===== config.mk =====
export PLATFORM = sky130hd
export DESIGN_NAME = alu_arbiter_flat
export DESIGN_NICKNAME = d
export VERILOG_FILES = /design/src/rtl/alu_arbiter_if.sv /design/src/rtl/alu_arbiter.sv /design/src/flat_wrapper.sv
export SDC_FILE = /design/constraint.sdc
export NUM_CORES = 1
export LEC_CHECK = 0
export ABC_AREA = 1
export CAP_MARGIN = 40
export CORE_ASPECT_RATIO = 1.2
export CORE_MARGIN = 2
export CORE_UTILIZATION = 35
export DETAILED_ROUTE_END_ITERATION = 8
export GPL_ROUTABILITY_DRIVEN = 1
export PLACE_DENSITY = 0.72
export SYNTH_ARGS = -nofsm -noshare
export SYNTH_HDL_FRONTEND = slang
export SYNTH_SLANG_ARGS = --single-unit

===== constraint.sdc =====
create_clock -name clk -period 1.8 [get_ports clk]
set_clock_uncertainty 0.15 [all_clocks]
set_input_delay 0.36 -clock clk [delete_from_list [all_inputs] [get_ports clk]]
set_output_delay 0.36 -clock clk [all_outputs]
set_load 0.005 [all_outputs]

===== src/rtl/alu_arbiter_if.sv =====
// Bundle of the two requester ports, the shared ALU connection and the result port.
// The arbiter uses the slave view; the requesters, ALU and consumer use the master view.
interface alu_arbiter_if;
   logic        req0_valid;
   logic        req0_ready;
   logic [2:0]  req0_op;
   logic        req0_alt;
   logic [31:0] req0_ra;
   logic [31:0] req0_rb;
   logic        req1_valid;
   logic        req1_ready;
   logic [2:0]  req1_op;
   logic        req1_alt;
   logic [31:0] req1_ra;
   logic [31:0] req1_rb;
   logic        alu_en;
   logic [2:0]  alu_op;
   logic        alu_alt;
   logic [31:0] alu_ra;
   logic [31:0] alu_rb;
   logic [31:0] alu_out;
   logic        rsp_valid;
   logic        rsp_ready;
   logic        rsp_id;
   logic [31:0] rsp_data;

   modport slave (
      input  req0_valid, req0_op, req0_alt, req0_ra, req0_rb,
      input  req1_valid, req1_op, req1_alt, req1_ra, req1_rb,
      input  alu_out, rsp_ready,
      output req0_ready, req1_ready,
      output alu_en, alu_op, alu_alt, alu_ra, alu_rb,
      output rsp_valid, rsp_id, rsp_data
   );

   modport master (
      output req0_valid, req0_op, req0_alt, req0_ra, req0_rb,
      output req1_valid, req1_op, req1_alt, req1_ra, req1_rb,
      output alu_out, rsp_ready,
      input  req0_ready, req1_ready,
      input  alu_en, alu_op, alu_alt, alu_ra, alu_rb,
      input  rsp_valid, rsp_id, rsp_data
   );
endinterface


===== src/rtl/alu_arbiter.sv =====
// Two-port arbiter sharing one combinational ALU: accept, issue for one cycle,
// then hold the captured result until the consumer takes it.
//
// state | meaning
// IDLE  | waiting for a request; ready offered to the granted port only
// ISSUE | alu_* driven with alu_en=1 for one cycle; result captured at its end
// RESP  | rsp_valid held with stable id/data until rsp_ready
module alu_arbiter #(
   parameter bit FIXED_PRI = 1'b0
) (
   input logic        clk,
   input logic        rst_n,
   alu_arbiter_if.slave bus
);

   typedef enum logic [1:0] {IDLE, ISSUE, RESP} state_t;

   state_t      state;
   state_t      state_nxt;
   logic        rr_ptr;
   logic        sel1;
   logic        accept;
   logic        alu_en;
   logic [2:0]  alu_op;
   logic        alu_alt;
   logic [31:0] alu_ra;
   logic [31:0] alu_rb;
   logic        rsp_valid;
   logic        rsp_id;
   logic [31:0] rsp_data;

   assign bus.alu_en    = alu_en;
   assign bus.alu_op    = alu_op;
   assign bus.alu_alt   = alu_alt;
   assign bus.alu_ra    = alu_ra;
   assign bus.alu_rb    = alu_rb;
   assign bus.rsp_valid = rsp_valid;
   assign bus.rsp_id    = rsp_id;
   assign bus.rsp_data  = rsp_data;

   always_ff @(posedge clk) begin
      if (!rst_n) state <= IDLE;
      else        state <= state_nxt;
   end

   // Port 1 wins when it is alone, or when both ask and round-robin favours it.
   always_comb begin
      sel1           = 1'b0;
      accept         = 1'b0;
      bus.req0_ready = 1'b0;
      bus.req1_ready = 1'b0;
      state_nxt      = state;
      sel1 = bus.req1_valid & (~bus.req0_valid | ((FIXED_PRI == 1'b0) & rr_ptr));
      unique case (state)
         IDLE: begin
            bus.req0_ready = bus.req0_valid & ~sel1;
            bus.req1_ready = bus.req1_valid & sel1;
            accept         = bus.req0_valid | bus.req1_valid;
            if (accept) state_nxt = ISSUE;
         end
         ISSUE: state_nxt = RESP;
         RESP: if (bus.rsp_ready) state_nxt = IDLE;
         default: state_nxt = IDLE;
      endcase
   end

   always_ff @(posedge clk) begin
      if (!rst_n) begin
         rr_ptr    <= 1'b0;
         alu_en    <= 1'b0;
         alu_op    <= 3'd0;
         alu_alt   <= 1'b0;
         alu_ra    <= 32'd0;
         alu_rb    <= 32'd0;
         rsp_valid <= 1'b0;
         rsp_id    <= 1'b0;
         rsp_data  <= 32'd0;
      end else begin
         unique case (state)
            IDLE: begin
               if (accept) begin
                  alu_op  <= sel1 ? bus.req1_op  : bus.req0_op;
                  alu_alt <= sel1 ? bus.req1_alt : bus.req0_alt;
                  alu_ra  <= sel1 ? bus.req1_ra  : bus.req0_ra;
                  alu_rb  <= sel1 ? bus.req1_rb  : bus.req0_rb;
                  rsp_id  <= sel1;
                  alu_en  <= 1'b1;
                  rr_ptr  <= ~rr_ptr;
               end
            end
            ISSUE: begin
               rsp_data  <= bus.alu_out;
               rsp_valid <= 1'b1;
               alu_en    <= 1'b0;
            end
            RESP: if (bus.rsp_ready) rsp_valid <= 1'b0;
            default: ;
         endcase
      end
   end

endmodule


===== src/flat_wrapper.sv =====
// flat-port wrapper written by rule: the top's interface ports become plain ports
module alu_arbiter_flat 
#(
   parameter bit FIXED_PRI = 1'b0
)
  (clk, rst_n, bus_req0_valid, bus_req0_op, bus_req0_alt, bus_req0_ra, bus_req0_rb, bus_req1_valid, bus_req1_op, bus_req1_alt, bus_req1_ra, bus_req1_rb, bus_alu_out, bus_rsp_ready, bus_req0_ready, bus_req1_ready, bus_alu_en, bus_alu_op, bus_alu_alt, bus_alu_ra, bus_alu_rb, bus_rsp_valid, bus_rsp_id, bus_rsp_data);
  alu_arbiter_if bus_i ();
  input logic clk;
  input logic rst_n;
  input wire logic [$bits(bus_i.req0_valid)-1:0] bus_req0_valid;
  input wire logic [$bits(bus_i.req0_op)-1:0] bus_req0_op;
  input wire logic [$bits(bus_i.req0_alt)-1:0] bus_req0_alt;
  input wire logic [$bits(bus_i.req0_ra)-1:0] bus_req0_ra;
  input wire logic [$bits(bus_i.req0_rb)-1:0] bus_req0_rb;
  input wire logic [$bits(bus_i.req1_valid)-1:0] bus_req1_valid;
  input wire logic [$bits(bus_i.req1_op)-1:0] bus_req1_op;
  input wire logic [$bits(bus_i.req1_alt)-1:0] bus_req1_alt;
  input wire logic [$bits(bus_i.req1_ra)-1:0] bus_req1_ra;
  input wire logic [$bits(bus_i.req1_rb)-1:0] bus_req1_rb;
  input wire logic [$bits(bus_i.alu_out)-1:0] bus_alu_out;
  input wire logic [$bits(bus_i.rsp_ready)-1:0] bus_rsp_ready;
  output wire logic [$bits(bus_i.req0_ready)-1:0] bus_req0_ready;
  output wire logic [$bits(bus_i.req1_ready)-1:0] bus_req1_ready;
  output wire logic [$bits(bus_i.alu_en)-1:0] bus_alu_en;
  output wire logic [$bits(bus_i.alu_op)-1:0] bus_alu_op;
  output wire logic [$bits(bus_i.alu_alt)-1:0] bus_alu_alt;
  output wire logic [$bits(bus_i.alu_ra)-1:0] bus_alu_ra;
  output wire logic [$bits(bus_i.alu_rb)-1:0] bus_alu_rb;
  output wire logic [$bits(bus_i.rsp_valid)-1:0] bus_rsp_valid;
  output wire logic [$bits(bus_i.rsp_id)-1:0] bus_rsp_id;
  output wire logic [$bits(bus_i.rsp_data)-1:0] bus_rsp_data;
  assign bus_i.req0_valid = bus_req0_valid;
  assign bus_i.req0_op = bus_req0_op;
  assign bus_i.req0_alt = bus_req0_alt;
  assign bus_i.req0_ra = bus_req0_ra;
  assign bus_i.req0_rb = bus_req0_rb;
  assign bus_i.req1_valid = bus_req1_valid;
  assign bus_i.req1_op = bus_req1_op;
  assign bus_i.req1_alt = bus_req1_alt;
  assign bus_i.req1_ra = bus_req1_ra;
  assign bus_i.req1_rb = bus_req1_rb;
  assign bus_i.alu_out = bus_alu_out;
  assign bus_i.rsp_ready = bus_rsp_ready;
  assign bus_req0_ready = bus_i.req0_ready;
  assign bus_req1_ready = bus_i.req1_ready;
  assign bus_alu_en = bus_i.alu_en;
  assign bus_alu_op = bus_i.alu_op;
  assign bus_alu_alt = bus_i.alu_alt;
  assign bus_alu_ra = bus_i.alu_ra;
  assign bus_alu_rb = bus_i.alu_rb;
  assign bus_rsp_valid = bus_i.rsp_valid;
  assign bus_rsp_id = bus_i.rsp_id;
  assign bus_rsp_data = bus_i.rsp_data;
  alu_arbiter #(.FIXED_PRI(FIXED_PRI)) u_core (.clk(clk), .rst_n(rst_n), .bus(bus_i));
endmodule

Word level (Yosys, flattened, before mapping)
Cells that the tools add are included.
{ "totals": {"reg_bits": 106, "word_cells": 44} }
{ "classes": {"eq_ne": 5, "mux": 14, "n_bitwise": 8, "n_reduce_logical": 7} }
{ "op_table": {"columns": ["operator", "count"], "rows": [
  ["2-to-1 mux 32 bit", 2],
  ["AND reduction 2 bit", 4],
  ["2-to-1 mux 1 bit", 6],
  ["case mux 2 bit (3 select lines)", 1],
  ["2-to-1 mux 2 bit", 2],
  ["!= test 2 x 1 -> 1 bit, second input constant", 2],
  ["case mux 1 bit (2 select lines)", 2],
  ["nonzero test 2 bit", 2],
  ["AND 1 bit", 3],
  ["2-to-1 mux 3 bit", 1],
  ["NOT 1 bit", 3],
  ["== test 2 x 1 -> 1 bit, second input constant", 1],
  ["== test 2 bit, second input constant", 1],
  ["logical NOT 2 bit", 1],
  ["!= test 2 bit, second input constant", 1],
  ["bitwise OR 1 bit", 2]
]} }

Logic depth before layout (Yosys ltp)
{ "logic_depth": {"ltp_word": 6, "mapped_depth": 8, "ltp_nobuf": 6} }

Least setup slack after synthesis
Ideal clock, no wire load.
{ "synth_timing": {"path_kind": "input to output", "from": "in bus_req1_valid", "to": "out bus_req0_ready", "arrival_time_ns": 0.983, "t_required_ns": 1.290, "slack_ns": 0.307, "cell_stages": 6, "path_buffers": 3, "path_cell_list": "buf_2 > buf_4 > buf_2 > nand2_1 > nand3_1 > inv_1"} }
{ "synth_via": {"elab_chain_len": 4} }
{ "synth_rtl": {"columns": ["element", "line", "rtl"], "rows": [
  ["start: declaration", "flat_wrapper.sv:15", "input wire logic [$bits(bus_i.req1_valid)-1:0] bus_req1_valid;"],
  ["AND 1 bit", "alu_arbiter.sv:53", "sel1 = bus.req1_valid & (~bus.req0_valid | ((FIXED_PRI == 1'b0) & rr_ptr));"],
  ["NOT 1 bit", "alu_arbiter.sv:56", "bus.req0_ready = bus.req0_valid & ~sel1;"],
  ["AND 1 bit", "alu_arbiter.sv:56", null],
  ["2-to-1 mux 1 bit", "alu_arbiter.sv:54", "unique case (state)"],
  ["end: declaration", "flat_wrapper.sv:22", "output wire logic [$bits(bus_i.req0_ready)-1:0] bus_req0_ready;"]
]} }
No other way between the ends.

Worst setup path in the final report
{ "layout_timing": {"from": "reg u_core.alu_ra[20], in the netlist u_core.bus.alu_ra[20]", "to": "out bus_alu_ra[20]"} }
{ "layout_rtl": {"columns": ["element", "line", "rtl"], "rows": [
  ["start: declaration", "alu_arbiter.sv:26", "logic [31:0] alu_ra;"],
  ["start signal: assignment", "alu_arbiter.sv:84", "alu_ra <= sel1 ? bus.req1_ra : bus.req0_ra;"],
  ["end: declaration", "flat_wrapper.sv:27", "output wire logic [$bits(bus_i.alu_ra)-1:0] bus_alu_ra;"]
]} }
No word-level cell between the ends.

==> impl_results.md <==
- Run status: completed
- Tcrit/Tclk final: 96.1%
- Hold path depth: 3
- Max frequency: 0.578 GHz
- Post-Synth Adder-Cell Area: 0%
- Nets: 1328
- Initial Utilization: 36.0%
- Area share of the largest cell type after synthesis: 39.1%
- Layout Utilization: 58.4%
- Instance count on the critical path: 1
- Final WL: 17300 um
- Largest net degree at the start of global routing: 99
- Relative slew slack: 61.8%
- DR WL/cell: 12.7 um
- # setup viols final: 0
- Number of buffers and inverters on the critical path: 1
- Setup crit start kind: register
- Tot GR Track Use: 20.4%
- Mux cell area share after synthesis: 0%
- GRT overflow: 0
- Hpwl dp: 12300 um
- RSZ-0062 raised after global routing: no
- Ranking of synthesized cells by area: dfxtp_1 (39%), nand2_1 (14%), nor2_1 (14%)
- Vias in the first global route: 5455
- CTS tree: done
- DIE HEIGHT: 140 um
- DR pass1 iterations: 4
- Critical path type: reg2out
- Final hold vios: 0
- Final cell count without fillers: 1364
- Final Worst Setup Slack: 70.8 ps
- Hold slack: 219 ps
- Worst EP required: 1290 ps
- Register area: 2130 um^2
- Antenna Nets Post-Route: 0
- Bufs on Longest Clock Path: 2
- Slew at the pin closest to its max-slew limit: 573 ps
- Placed Instance Area: 8430 um^2
- Multi-input gate area in the final layout: 2500 um^2
- Filler cells: 1487
- First-pass GRT wire length: 27600 um
- Final-report max-slew violation count: 0
- Die width: 118 um
- Seq/Total Area, Yosys: 39.1%
- Pwr dens: 825 nW/um^2
- Peak VDD IR: 0.536 mV
- Combinational family with the most area after synthesis: simple AND/OR/NAND/NOR gates
- Clk slew on worst S/H paths: 70 ps
- DRC viols: 0
- I/O pins: 278
- Delay of the slowest critical-path stage: 550 ps
- Root buf cell: clkbuf_16
- CP max-delay cell: clkdlybuf4s50_1
- CTS sink cnt: 106
- Cells after Synth: 906
- Xor/xnor share of the synthesized area: 0%
- Syn Nets: 1079
- MaxCap Viol Count: 0
- Post-Synth Simple-Gate Area: 35.7%
- Lkg Pwr: 4.18 nW
- # rows: 49
- CTS H-Tree Depth: 3
- GP Congestion: 0.814
- Overall power: 7.27 mW
- Setup_tns: 0 ps
- Core Region: 15100 um^2
- Ys Warns: 0
- Dpl cells: 1345
- M1 GR Usage: 22.7%
- Initial antenna violation count: 0
- Synth Register Bits: 106
- Peak fanout along the critical path: 2
- Ant diodes: 0
- Clock buffer count from CTS: 9
- Crit path capture type: output pin
- Compound-Gate Fraction of Synth Area: 9.83%
- Avg Cell Area, Syn: 6.00 um^2
- Synthesis-to-finish area growth: 62.2%
- GR peak layer: met2
- Vias: 6043
- Worst skew pair latency: 340 ps
- Met3 Use GR: 5.25%
- Mapped cell area: 5430 um^2
- Critical path's top delay family: buffers and inverters
- Final Cell Area: 8810 um^2
- Met2 GRT Util: 36.2%
- Layout cells sized above 1: 4.83%
- IO buf count: 277
- Die area: 16500 um^2
- DP Worst Slack: -368 ps
- CP cell instances: clkdlybuf4s50_1
- Reg2Reg Depth: 7
- Cts hold-fix bufs: 0
- Worst Hold Class: in2reg
- Yosys top cell by area: dfxtp_1
- Final min period: 1730 ps
- Mean number of vias per cell: 4.43
- Drt initial violations: 360
- Synth cell types: 18
- Critical Path AT: 1220 ps
[worst paths after layout]
path                                            from  slack [ps]                                   end
setup / recovery  u_core.bus.alu_ra[20]$_SDFFE_PN0P_          70                        bus_alu_ra[20]
hold / removal                                 rst_n         220  u_core.bus.rsp_data[10]$_SDFFE_PN0P_
setup reg to reg          u_core.rr_ptr$_SDFFE_PN0P_         220    u_core.bus.alu_rb[11]$_SDFFE_PN0P_
hold reg to reg       u_core.bus.rsp_id$_SDFFE_PN0P_         310        u_core.bus.rsp_id$_SDFFE_PN0P_
[registers in the layout (all words and copies together) (netlist names)]
register and cells:
u_core.bus.alu_alt 1, u_core.bus.alu_rb 32, u_core.rr_ptr 1, u_core.bus.alu_en 1
u_core.bus.rsp_data 32, u_core.bus.rsp_id 1, u_core.state 2, u_core.bus.alu_ra 32
u_core.bus.rsp_valid 1, u_core.bus.alu_op 3
[layer usage]
metal	wire [um]	part of all wire, %	up-vias
li1	-	-	3206
met1	7010	40	2623
met2	8660	50	181
met3	1130	6.5	33
met4	551	3.2	0
met5	0	0	-
[what timing repair did]
item                       CTS  global route
setup endpoints to repair    2             1
resized for setup           14             0
pin swaps                    2             1
setup buffers                4             0
hold endpoints to repair     0             0
[layout by cell type (no fill, tap or decap), drive strengths merged]
master	count
nand2	209
nand3	71
a21oi	72
clkdlybuf4s50	272
dfxtp	106
nor2	208
dlygate4sd2	2
inv	146
o21ai	34
clkbuf	9
clkinv	1
buf	26
bufinv	3
nand3b	1
[cells in the mapped netlist, drive strengths merged]
| cell type | instances |
|---|---|
| nand2 | 209 |
| buf | 39 |
| clkbuf | 23 |
| nor2 | 208 |
| o21ai | 34 |
| nand3b | 1 |
| a21oi | 72 |
| inv | 143 |
| dfxtp | 106 |
| nand3 | 71 |
[power by group]
part | switching (mW) | total [mW] | internal, mW
combinational | 1.01 | 2.23 | 1.21
sequential | 0.133 | 2.76 | 2.63
clock | 0.912 | 2.29 | 1.37
total | 2.06 | 7.27 | 5.21
[area by class of cell]
cell class	count	area share, %
flip-flops and latches	106	24.1
clock inverters	7	1.38
well taps	204	2.90
clock buffers	9	2.56
repair buffers	300	34.5
inverters	143	6.09
multi-input cells	595	28.4
[kinds of logic (layout without fill, tap and decap cells)]
kind of cell | count (synthesis) | count (layout)
AND/OR/NAND/NOR | 489 | 489
buffers and inverters | 205 | 459
AO/OA/AOI/OAI | 106 | 106
flip-flops | 106 | 106
(Power assumes the default switching activity.)
==> edit 1 (config.mk and constraints unchanged) <==
Make the reset (`rst_n`) asynchronous in 2 clocked blocks.
--- a/src/rtl/alu_arbiter.sv
+++ b/src/rtl/alu_arbiter.sv
@@ -38,7 +38,7 @@
    assign bus.rsp_id    = rsp_id;
    assign bus.rsp_data  = rsp_data;
 
-   always_ff @(posedge clk) begin
+   always_ff @(posedge clk or negedge rst_n) begin
       if (!rst_n) state <= IDLE;
       else        state <= state_nxt;
    end
@@ -64,7 +64,7 @@
       endcase
    end
 
-   always_ff @(posedge clk) begin
+   always_ff @(posedge clk or negedge rst_n) begin
       if (!rst_n) begin
          rr_ptr    <= 1'b0;
          alu_en    <= 1'b0;
Function: differs if rst_n is asserted again (counterexample within 4 cycles, from zero or initial values and one cycle with rst_n low); with rst_n held inactive, the same outputs for 4 cycles.
==> edit 1 against the unedited design <==
- sequential share of layout area increased by 6.4 points
- area after synthesis decreased by 2.6%
- sequential cell count unchanged
- hold slack improved by 0.054 ns
- wire length decreased by 4.8%
- maximum frequency decreased by 2.4%
- utilization decreased by 0.19 points
- setup slack got worse by 0.043 ns
- final area decreased by 1.5%
- non-clock buffer count unchanged
Power is not compared: it rests on default switching activity, and its combinational part moved more than twofold at a synthesized area within 25%.
==> edit 1: results (changes against the unedited design) <==
| Metric | Value |
|---|---|
| Vias | `5421 (-10%)` |
| M2 GR Usage | `36.9% (+0.67 points)` |
| Area post-placement | `8350 um^2 (-0.99%)` |
| Post-synthesis compound-gate area fraction | `0.284% (-9.6 points)` |
| Critical path startpoint | `u_core.bus.rsp_data[6]$_DFFE_PN0P_` |
| First DRT Iteration DRCs | `372 (+3.3%)` |
| Post-CTS sizing | `5 (-9)` |
| First-pass GRT wire length | `26300 um (-4.9%)` |
| Max Fclk | `564 MHz (-2.4%)` |
| Status | `completed` |
| Hold Slack | `0.272 ns (+0.0536 ns)` |
| Post-CTS Hold Fix Bufs | `1 (+1)` |
| Commonest cells post-synth | `nand2_1 (306), inv_1 (139), nand3_1 (137)` |
| Xor/xnor share of the synthesized area | `0.166% (+0.17 points)` |
| Top FF cell, synth | `dfrtp_1` |
| Reg2reg start | `u_core.rr_ptr$_DFFE_PN0P_` |
| Synth Area per Inst | `7.11 um^2 (+19%)` |
| GRT Util Overall | `20.7% (+0.34 points)` |
| Dpl ws | `-0.334 ns (+0.0339 ns)` |
| Ys async rst share | `100% (+100 points)` |
| Count of different cell masters after synthesis | `17 (-1)` |
| Reg2reg path depth | `8 (+1)` |
| Worst r2r dst | `u_core.bus.alu_op[1]$_DFFE_PN0P_` |
| Fillers | `1371 (-7.8%)` |
| Cell Count, Final, Fillers Out | `1222 (-10%)` |
| CP Data Arrival Time | `1.26 ns (+0.04 ns)` |
| Register area share after synthesis | `50.1% (+11 points)` |
| HPWL Detailed | `11900 um (-2.8%)` |
| Area contributors post-synth | `dfrtp_1 (50%), nand2_1 (22%), nand3_1 (13%)` |
| Met1 usage | `23.2% (+0.52 points)` |
| CP endpoint | `bus_rsp_data[6]` |
| Syn nets | `917 (-15%)` |
| Drt total wl | `16500 um (-4.8%)` |
| Flop2flop setup slack | `0.16 ns (-0.06 ns)` |
edit 1: changes by cell type after synthesis, sizes merged, moves of 4 or more:
cell,before,now
a21oi,72,0
buf,39,35
clkbuf,23,7
dfrtp,0,106
dfxtp,106,0
nand2,209,307
nand3,71,137
nor2,208,4
o21ai,34,3
edit 1: cell type report:
class / instances / area, um^2 / area share [%]
repair buffers: 300 / 3030 / 34.9
multi-input cells: 453 / 1900 / 21.9
clock inverters: 7 / 75.1 / 0.865
well taps: 204 / 255 / 2.94
flip-flops and latches: 106 / 2650 / 30.6
clock buffers: 9 / 225 / 2.60
inverters: 143 / 537 / 6.19
edit 1: per-layer routing:
| metal | part of all wire (%) | routed length [um] |
|---|---|---|
| met1 | 38 | 6260 |
| met2 | 51 | 8480 |
| met3 | 7.4 | 1220 |
| met4 | 3.4 | 556 |
| met5 | 0 | 0 |
edit 1: report_power, final:
group,internal (W),switching [W]
registers,0.00359,0.000615
clock network,0.000983,0.000968
logic,0.00336,0.00288
total,0.00793,0.00447
==> edit 2 (config.mk and constraints unchanged) <==
Without the edit above. `FIXED_PRI` is set to 1'b0 in 2 places; all go to 1'b1.
--- a/src/rtl/alu_arbiter.sv
+++ b/src/rtl/alu_arbiter.sv
@@ -6,7 +6,7 @@
 // ISSUE | alu_* driven with alu_en=1 for one cycle; result captured at its end
 // RESP  | rsp_valid held with stable id/data until rsp_ready
 module alu_arbiter #(
-   parameter bit FIXED_PRI = 1'b0
+   parameter bit FIXED_PRI = 1'b1
 ) (
    input logic        clk,
    input logic        rst_n,
--- a/src/flat_wrapper.sv
+++ b/src/flat_wrapper.sv
@@ -1,7 +1,7 @@
 // flat-port wrapper written by rule: the top's interface ports become plain ports
 module alu_arbiter_flat 
 #(
-   parameter bit FIXED_PRI = 1'b0
+   parameter bit FIXED_PRI = 1'b1
 )
   (clk, rst_n, bus_req0_valid, bus_req0_op, bus_req0_alt, bus_req0_ra, bus_req0_rb, bus_req1_valid, bus_req1_op, bus_req1_alt, bus_req1_ra, bus_req1_rb, bus_alu_out, bus_rsp_ready, bus_req0_ready, bus_req1_ready, bus_alu_en, bus_alu_op, bus_alu_alt, bus_alu_ra, bus_alu_rb, bus_rsp_valid, bus_rsp_id, bus_rsp_data);
   alu_arbiter_if bus_i ();
Formal check against the unedited RTL: not equivalent (a bounded check fails within 4 cycles, from zero or initial values and one cycle with rst_n low).
==> edit 2 against the unedited design <==
- register-to-register slack got worse by 0.11 ns
- setup slack got worse by 0.024 ns
- area after synthesis decreased by 7.6%
- sequential cell count fell by 1
- total power down 5.8%
- wire length is 6.7% lower
- critical endpoint is now bus_alu_op[0]
- critical path depth unchanged
- critical path type unchanged
- die area fell by 7.3%
- final area shrank 6.1%
==> edit 2: results (changes against the unedited design) <==
| Metric | Value |
|---|---|
| Final Worst Setup Slack | `0.0472 ns (-0.0236 ns)` |
| Area contributors post-synth | `dfxtp_1 (42%), nand2_1 (21%), nor2_1 (15%)` |
| Register area share after synthesis | `41.9% (+2.8 points)` |
| NetSw | `0.00191 W (-7.3%)` |
| Dpl ws | `-0.484 ns (-0.117 ns)` |
| Fin nets | `1251 (-5.8%)` |
| Commonest cells post-synth | `nand2_1 (277), nor2_1 (205), dfxtp_1 (105)` |
| Post-synthesis compound-gate area fraction | `3.64% (-6.2 points)` |
| Pin count of the biggest net entering global routing | `108 (+9.1%)` |
| Count of different cell masters after synthesis | `16 (-2)` |
| Fillers | `1344 (-9.6%)` |
| Flop2flop setup slack | `0.11 ns (-0.11 ns)` |
| Delay of the slowest cell on the worst path | `0.53 ns (-0.02 ns)` |
| Area post-placement | `7920 um^2 (-6.1%)` |
| Slew @ Worst Pin | `0.759 ns (+0.186 ns)` |
| GRT Util Overall | `20.9% (+0.46 points)` |
| Drt total wl | `16200 um (-6.7%)` |
| Static leakage | `3.82 nW (-8.6%)` |
| Syn nets | `997 (-7.6%)` |
| HPWL Detailed | `11700 um (-4.3%)` |
| Gpl congestion | `0.805 (-1.2%)` |
| First-pass GRT wire length | `25400 um (-7.9%)` |
| Share of layout cells above drive strength 1 | `4.62% (-0.21 points)` |
| CP Data Arrival Time | `1.24 ns (+0.02 ns)` |
| VDD IR max | `496 uV (-7.5%)` |
| Status | `completed` |
| Vias | `5587 (-7.5%)` |
| First DRT Iteration DRCs | `232 (-36%)` |
[edit 2: cell count changes after synthesis, moves of 3 or more]
cell | before | now
buf_6 | 1 | 5
a21oi_1 | 72 | 2
nand2_1 | 209 | 277
buf_2 | 32 | 22
nand3_1 | 71 | 68
inv_1 | 140 | 71
[edit 2: logic make-up (layout without fill, tap and decap cells)]
| group | count (synthesis) | in the layout |
|---|---|---|
| flip-flops | 105 | 105 |
| AO/OA/AOI/OAI | 36 | 36 |
| buffers and inverters | 129 | 388 |
| AND/OR/NAND/NOR | 554 | 554 |
[edit 2: per-stage QoR]
| step | setup TNS [ns] | cells | power, W | hold slack [ns] |
|---|---|---|---|---|
| after floorplan | 0 | 824 | 0.00365 | 0.308 |
| after global placement | -21.18 | 1236 | 0.00474 | 0.312 |
| after detailed placement | -22.25 | 1236 | 0.00477 | 0.318 |
| after CTS | -0.0122 | 1253 | 0.00692 | 0.307 |
| after global routing | -0.0346 | 1254 | 0.00725 | 0.340 |
| final | 0 | 1254 | 0.00685 | 0.312 |
[edit 2: path summary, 6_finish.rpt]
path                                       startpoint                                  end
hold / removal                                  rst_n   u_core.bus.alu_ra[15]$_SDFFE_PN0P_
setup reg to reg         u_core.state[0]$_SDFFE_PN0P_    u_core.bus.alu_ra[1]$_SDFFE_PN0P_
setup / recovery    u_core.bus.alu_op[0]$_SDFFE_PN0P_                        bus_alu_op[0]
hold reg to reg   u_core.bus.rsp_data[3]$_SDFFE_PN0P_  u_core.bus.rsp_data[3]$_SDFFE_PN0P_
[edit 2: final cells by class]
class | count | area, um^2 | share of cell area [%]
Clock inverter | 7 | 100 | 1.21
Multi-Input combinational cell | 590 | 2360 | 28.6
Timing Repair Buffer | 297 | 2980 | 36.1
Clock buffer | 9 | 225 | 2.72
Tap cell | 171 | 214 | 2.59
Sequential cell | 105 | 2110 | 25.5
Inverter | 75 | 282 | 3.40
[edit 2: repair_timing]
action / in CTS / in global routing
gates resized for setup: 9 / 5
endpoints found under the hold margin: 0 / 0
buffers inserted: 1 / 1
endpoints found under the setup margin: 3 / 23
pin swaps: 0 / 1
[edit 2: power groups by stage]
stage	clock network, W	logic, W	registers, W
6_report	0.00214	0.00199	0.00273
3_3_place_gp	0	0.00198	0.00277
2_1_floorplan	0	0.000852	0.00280
4_1_cts	0.00219	0.00200	0.00273
5_1_grt	0.00227	0.00222	0.00275
3_5_place_dp	0	0.00199	0.00278
[edit 2: tightest hold or removal path, cell delays in order]
cell,delay [ns]
buf_4,0.25
nand2_1,0.12
nor2_1,0.03
[edit 2: metal layers]
layer	global-route usage, %	part of all wire, %
met1	23.5	40
met3	8.86	11
met4	5.28	1.2
met2	36.4	48
met5	0	0
